**src/rtl/spi_multilane_tx.sv**
```systemverilog
// Multi-lane mode-0 SPI serializer with a one-word holding buffer and chip-select framing.
// Define SPI_TX_FRAME_HDR_EN to prepend a 2-bit {last, 0} header to every lane word.
module spi_multilane_tx #(
    parameter int pLANES   = 8,
    parameter int pW_DATA  = 8,
    parameter int pSYS_CLK = 50_000_000,
    parameter int pSPI_CLK = 6_250_000,
    parameter int pCS_GAP  = 4
) (
    input  logic                      iclk,
    input  logic                      irst_n,
    input  logic                      istb,
    output logic                      ordy,
    input  logic                      ilast,
    input  logic [pLANES*pW_DATA-1:0] idata,
    output logic                      spi_clk,
    output logic                      spi_enb,
    output logic [pLANES-1:0]         spi_do,
    output logic                      obusy
);
    localparam int HALF = pSYS_CLK / pSPI_CLK / 2;
`ifdef SPI_TX_FRAME_HDR_EN
    localparam int WL = pW_DATA + 2;
`else
    localparam int WL = pW_DATA;
`endif
    localparam int BW = $clog2(WL + 1);
    localparam int DW = $clog2(HALF + 1);
    localparam int GW = $clog2(pCS_GAP + 1);
    localparam logic [DW-1:0] HALF_M1 = DW'(HALF - 1);
    localparam logic [GW-1:0] GAP_M1  = GW'(pCS_GAP - 1);
    localparam logic [BW-1:0] WL_CNT  = BW'(WL);

    typedef enum logic [2:0] {S_IDLE, S_SETUP, S_HIGH, S_LOW, S_STALL, S_GAP} state_t;

    state_t                        state_q, state_d;
    logic [DW-1:0]                 div_q, div_d;
    logic [BW-1:0]                 bit_q, bit_d;
    logic [GW-1:0]                 gap_q, gap_d;
    logic                          tail_q, tail_d;
    logic [pLANES-1:0][WL-1:0]     sh_q, sh_d;
    logic                          cur_last_q, cur_last_d;
    logic                          spi_clk_q, spi_clk_d;
    logic                          spi_enb_q, spi_enb_d;
    logic [pLANES-1:0]             spi_do_q, spi_do_d;
    logic                          hold_full_q, hold_full_d;
    logic [pLANES*pW_DATA-1:0]     hold_data_q, hold_data_d;
    logic                          hold_last_q, hold_last_d;
    logic                          load;

    always_ff @(posedge iclk or negedge irst_n) begin
        if (!irst_n) begin
            state_q     <= S_IDLE;
            div_q       <= '0;
            bit_q       <= '0;
            gap_q       <= '0;
            tail_q      <= 1'b0;
            sh_q        <= '0;
            cur_last_q  <= 1'b0;
            spi_clk_q   <= 1'b0;
            spi_enb_q   <= 1'b1;
            spi_do_q    <= '0;
            hold_full_q <= 1'b0;
            hold_data_q <= '0;
            hold_last_q <= 1'b0;
        end else begin
            state_q     <= state_d;
            div_q       <= div_d;
            bit_q       <= bit_d;
            gap_q       <= gap_d;
            tail_q      <= tail_d;
            sh_q        <= sh_d;
            cur_last_q  <= cur_last_d;
            spi_clk_q   <= spi_clk_d;
            spi_enb_q   <= spi_enb_d;
            spi_do_q    <= spi_do_d;
            hold_full_q <= hold_full_d;
            hold_data_q <= hold_data_d;
            hold_last_q <= hold_last_d;
        end
    end

    always_comb begin
        state_d     = state_q;
        div_d       = div_q;
        bit_d       = bit_q;
        gap_d       = gap_q;
        tail_d      = tail_q;
        sh_d        = sh_q;
        cur_last_d  = cur_last_q;
        spi_clk_d   = spi_clk_q;
        spi_enb_d   = spi_enb_q;
        spi_do_d    = spi_do_q;
        hold_full_d = hold_full_q;
        hold_data_d = hold_data_q;
        hold_last_d = hold_last_q;
        load        = 1'b0;

        if (istb && !hold_full_q) begin
            hold_full_d = 1'b1;
            hold_data_d = idata;
            hold_last_d = ilast;
        end

        unique case (state_q)
            S_IDLE: begin
                if (hold_full_q) begin
                    load      = 1'b1;
                    spi_enb_d = 1'b0;
                    div_d     = HALF_M1;
                    state_d   = S_SETUP;
                end
            end
            S_SETUP, S_LOW: begin
                if (div_q == '0) begin
                    // tail_q marks the extra chip-select hold half after a frame's last bit
                    if (tail_q) begin
                        tail_d    = 1'b0;
                        spi_enb_d = 1'b1;
                        spi_do_d  = '0;
                        gap_d     = GAP_M1;
                        state_d   = S_GAP;
                    end else begin
                        spi_clk_d = 1'b1;
                        div_d     = HALF_M1;
                        state_d   = S_HIGH;
                    end
                end else begin
                    div_d = div_q - DW'(1);
                end
            end
            S_HIGH: begin
                if (div_q == '0) begin
                    spi_clk_d = 1'b0;
                    div_d     = HALF_M1;
                    if (bit_q != BW'(1)) begin
                        for (int k = 0; k < pLANES; k++) begin
                            sh_d[k]     = sh_q[k] << 1;
                            spi_do_d[k] = sh_d[k][WL-1];
                        end
                        bit_d   = bit_q - BW'(1);
                        state_d = S_LOW;
                    end else if (cur_last_q) begin
                        tail_d  = 1'b1;
                        state_d = S_LOW;
                    end else if (hold_full_q) begin
                        load    = 1'b1;
                        state_d = S_LOW;
                    end else begin
                        state_d = S_STALL;
                    end
                end else begin
                    div_d = div_q - DW'(1);
                end
            end
            S_STALL: begin
                if (hold_full_q) begin
                    load    = 1'b1;
                    div_d   = HALF_M1;
                    state_d = S_SETUP;
                end
            end
            S_GAP: begin
                if (gap_q == '0) state_d = S_IDLE;
                else             gap_d   = gap_q - GW'(1);
            end
            default: state_d = S_IDLE;
        endcase

        if (load) begin
            hold_full_d = 1'b0;
            cur_last_d  = hold_last_q;
            bit_d       = WL_CNT;
            for (int k = 0; k < pLANES; k++) begin
`ifdef SPI_TX_FRAME_HDR_EN
                sh_d[k] = {hold_last_q, 1'b0, hold_data_q[k*pW_DATA +: pW_DATA]};
`else
                sh_d[k] = hold_data_q[k*pW_DATA +: pW_DATA];
`endif
                spi_do_d[k] = sh_d[k][WL-1];
            end
        end
    end

    assign ordy    = !hold_full_q;
    assign spi_clk = spi_clk_q;
    assign spi_enb = spi_enb_q;
    assign spi_do  = spi_do_q;
    assign obusy   = (state_q != S_IDLE);

endmodule
```
**config.mk**
```make
export PLATFORM = sky130hd
export DESIGN_NAME = spi_multilane_tx
export DESIGN_NICKNAME = d
export VERILOG_FILES = /design/src/rtl/spi_multilane_tx.sv
export SDC_FILE = /design/constraint.sdc
export NUM_CORES = 1
export LEC_CHECK = 0
export CAP_MARGIN = 20
export CORE_ASPECT_RATIO = 0.6
export CORE_MARGIN = 4
export CORE_UTILIZATION = 35
export DETAILED_ROUTE_END_ITERATION = 6
export PLACE_DENSITY = 0.67
export SYNTH_ARGS = -nofsm -noshare
export SYNTH_HDL_FRONTEND = slang
export SYNTH_SLANG_ARGS = --single-unit
```
**constraint.sdc**
```tcl
create_clock -name iclk -period 2.1 [get_ports iclk]
set_input_delay 0.42 -clock iclk [delete_from_list [all_inputs] [get_ports iclk]]
set_output_delay 0.42 -clock iclk [all_outputs]
set_load 0.1 [all_outputs]
```
==> flow_summary.rst <==
.. list-table::
   :header-rows: 1

   * - Metric
     - Value
   * - Result of the run
     - finished clean
   * - Hold Violations, Final
     - 0
   * - Int Pwr
     - 7901 uW
   * - Arr. time, crit path
     - 2.33 ns
   * - Wire length of the first global-routing pass
     - 24,640 um
   * - Number of distinct library cells after synthesis
     - 39
   * - Largest voltage drop on the vdd net
     - 638.1 uV
   * - Post-Synthesis Mean Instance Area
     - 11.53 sq um
   * - Number of cells produced by synthesis
     - 544
   * - Number of buffers between clock root and the deepest sink
     - 2
   * - Area taken by multi-input logic gates
     - 2446 sq um
   * - Unrepaired setup endpoints after global routing
     - false
   * - Reg power frac
     - 40.2%
   * - Number of inserted diodes
     - 0
   * - Clock H-tree levels
     - 4
   * - Setup Viol. Count Final
     - 0
   * - GPL Wtd Cong
     - 0.8588
   * - Ports placed on the boundary
     - 80
   * - Vias post-DR
     - 4,529
   * - Max-slew violations
     - 0
   * - Setup Crit Path Kind
     - reg -> reg
   * - Area contributors post-synth
     - sky130_fd_sc_hd__dfrtp_1 58%, sky130_fd_sc_hd__mux2_2 13%, sky130_fd_sc_hd__nand2_1 5.0%
   * - Commonest cells after routing, fill and taps aside
     - 146 x sky130_fd_sc_hd__dfrtp_1, 83 x sky130_fd_sc_hd__nand2_1, 73 x sky130_fd_sc_hd__mux2_2
   * - Reg clk slew, reported paths
     - 0.06 ns
   * - Maximum number of pins on one net before global-route repair
     - 57
   * - Yosys top cell by area
     - sky130_fd_sc_hd__dfrtp_1
   * - Floorplan row count
     - 37
   * - Area Overhead vs Synth
     - 30.81%
   * - Insertion delay of the later-clocked pin in the worst-skew pair
     - 0.42 ns
   * - Root Buffer
     - sky130_fd_sc_hd__clkbuf_16
   * - Most common library cell in the layout ignoring fill and taps
     - sky130_fd_sc_hd__dfrtp_1
   * - Predominant post-synthesis flop cell
     - sky130_fd_sc_hd__dfrtp_1
   * - Global route overflow
     - 0
   * - Number of register bits inferred by synthesis
     - 147
   * - Part of the Yosys area used for sequential elements
     - 58.68%
   * - WL per Instance
     - 16.71 um
   * - Final cycle utilization of the critical path
     - 96.89%
   * - Final wirelength
     - 14,750 um
   * - Total nets after synthesis
     - 618
   * - Fillers
     - 1,544
   * - Count of warnings emitted by yosys
     - 0
   * - Via density per instance
     - 5.129
   * - Power density over cell area
     - 1538 nW/um^2
   * - Reported max-cap violation count
     - 0
   * - Comb power frac
     - 37.2%
   * - Footprint of the flip-flops and latches
     - 3680 sq um
   * - Clock Power Share
     - 22.6%
   * - Post-Route Utilization
     - 47.25%
   * - Total Die Area
     - 20,190 sq um
   * - Starting density of the core
     - 36.12%
   * - Area of the mapped netlist
     - 6271 sq um
   * - Number of nets with antenna violations after detailed routing
     - 0
   * - Tightest Hold Check Type
     - reg -> reg
   * - GRT Util Overall
     - 15.03%
   * - Post-detailed-route DRC marker count
     - 0
   * - Port-buffer cells
     - 79
   * - Via count of the first global-routing pass
     - 4,862
   * - Number of buffers created by CTS
     - 17
   * - Endpoint type of the worst setup path
     - flip-flop
   * - Net count, final
     - 710
   * - Die W
     - 180.8 um
   * - CP max FO
     - 8
   * - Maximum achievable frequency
     - 491.5 MHz
   * - Detailed-placement wirelength estimate
     - 9933 um
   * - Setup clock skew after layout
     - 0.009631 ns
   * - TritonCTS clock tree
     - built
   * - Antenna violations before repair
     - 0
   * - Pleak
     - 0.003640 uW
   * - Layout cells sized above 1
     - 25.73%
   * - Total power after layout
     - 12,620 uW
   * - Psw
     - 4714 uW
   * - Worst rel slew slack
     - 61.96%
   * - Number of search-and-repair iterations in the first detailed-routing pass
     - 5
   * - Area share of the largest cell type after synthesis
     - 58.26%
   * - Proportion of register bits with asynchronous set or reset after synthesis
     - 100.0%
   * - Tmin final
     - 2.035 ns
   * - Worst path required time
     - 2.40 ns
   * - Area of the placeable core
     - 17,360 sq um
   * - Net switching share of the total power
     - 37.37%
   * - Worst Max-Slew Pin Slew
     - 0.5663 ns
   * - Startpoint Class
     - flip-flop
   * - Number of enable-type register cells in the synthesized netlist
     - 0
   * - Sink Count
     - 147
   * - DRC marker count from the first detailed-route iteration
     - 281
   * - Die Span Y
     - 111.7 um
## critical path: stages, from the launching register on
cell and delay, ns:
sky130_fd_sc_hd__dfrtp_1 0.39, sky130_fd_sc_hd__inv_2 0.09, sky130_fd_sc_hd__ha_4 0.13, sky130_fd_sc_hd__or3b_4 0.41, sky130_fd_sc_hd__o41a_4 0.43, sky130_fd_sc_hd__a22o_1 0.20, sky130_fd_sc_hd__mux2_2 0.26
## cells in the mapped netlist, types with 2 or more instances
| cell | n |
|---|---|
| sky130_fd_sc_hd__a211oi_1 | 2 |
| sky130_fd_sc_hd__a21oi_1 | 10 |
| sky130_fd_sc_hd__a22o_1 | 9 |
| sky130_fd_sc_hd__a22oi_1 | 37 |
| sky130_fd_sc_hd__a31oi_1 | 11 |
| sky130_fd_sc_hd__and3_1 | 2 |
| sky130_fd_sc_hd__buf_2 | 25 |
| sky130_fd_sc_hd__clkbuf_1 | 14 |
| sky130_fd_sc_hd__dfrtp_1 | 146 |
| sky130_fd_sc_hd__ha_1 | 6 |
| sky130_fd_sc_hd__inv_1 | 8 |
| sky130_fd_sc_hd__mux2_2 | 73 |
| sky130_fd_sc_hd__nand2_1 | 83 |
| sky130_fd_sc_hd__nand2b_1 | 2 |
| sky130_fd_sc_hd__nand3_1 | 47 |
| sky130_fd_sc_hd__nand4_1 | 4 |
| sky130_fd_sc_hd__nor2_1 | 23 |
| sky130_fd_sc_hd__nor2b_1 | 4 |
| sky130_fd_sc_hd__nor3_1 | 5 |
| sky130_fd_sc_hd__nor3b_1 | 4 |
| sky130_fd_sc_hd__o21ai_0 | 8 |
| sky130_fd_sc_hd__o21bai_1 | 2 |
| sky130_fd_sc_hd__xor2_1 | 3 |
## power by group through the flow
stage                     clock (uW)  sequential (uW)  combinational [uW]
final                           2850             5070                4700
after global routing            3050             5230                5180
after CTS                       2910             5070                4720
after detailed placement           0             5110                4670
after global placement             0             5030                4450
after floorplan                    0             5390                2770
## final cells by class
| type | instances | area share (%) |
|---|---|---|
| clock inverter | 14 | 1.464 |
| inverter | 8 | 0.3661 |
| sequential | 147 | 44.86 |
| tap | 234 | 3.569 |
| timing repair buffer | 113 | 14.57 |
| multi-input combinational | 349 | 29.82 |
| clock buffer | 18 | 5.354 |
## sequential cells by signal, summed over array words and instances, names as in the netlist
name,cells
bit_q,4
cur_last_q,1
div_q,3
gap_q,3
hold_data_q,64
hold_full_q,1
hold_last_q,1
sh_q,56
spi_clk,1
spi_do,8
spi_enb,1
state_q,3
tail_q,1
## through the flow
step	cells	setup WS (ns)	cell area (sq um)	hold WS (ns)	setup TNS, ns
6_report	883	0.06540	8203	0.4663	0
4_1_cts	882	0.02695	8173	0.4777	0
5_1_grt	883	0.006198	8203	0.4832	0
2_1_floorplan	544	0.03121	6271	0.1244	0
3_3_place_gp	849	0.02129	7594	0.4076	0
3_5_place_dp	849	-0.09820	7594	0.4198	-0.7077
## per-layer routing
| metal | global-route usage, % | share of wire (%) |
|---|---|---|
| met1 | 21.78 | 49 |
| met3 | 4.571 | 5.7 |
| met4 | 3.223 | 0.58 |
| met2 | 22.40 | 45 |
| met5 | 0 | 0 |
## final timing paths
check                                 from              end  slack, ns  cells past startpoint
max                               bit_q[1]        spi_do[2]       0.07                      6
min                        hold_data_q[56]         sh_q[56]       0.47                      2
max reg2reg                       bit_q[1]        spi_do[2]       0.07                      6
min reg2reg                hold_data_q[56]         sh_q[56]       0.47                      2
max in group asynchronous           irst_n  hold_data_q[41]       0.99                      3
min in group asynchronous           irst_n          spi_clk       0.54                      2
## timing repair
action,CTS,global route
resized for setup,3,5
buffers inserted,0,1
pin swaps,1,0
hold buffers,1,0
hold endpoints to repair,45,0
endpoints found under the setup margin,9,9
## kinds of logic (layout without fill, tap and decap cells)
family,Yosys count,in the layout,share of synthesized area [%]
compound gates,86,86,10.04
xor+xnor,4,4,0.5588
fa+ha+maj,6,6,1.197
buf+inv,48,153,3.372
flops,147,147,58.68
mux,73,73,13.11
simple gates,180,180,13.05
No activity file was read; power rests on OpenSTA's default activity.
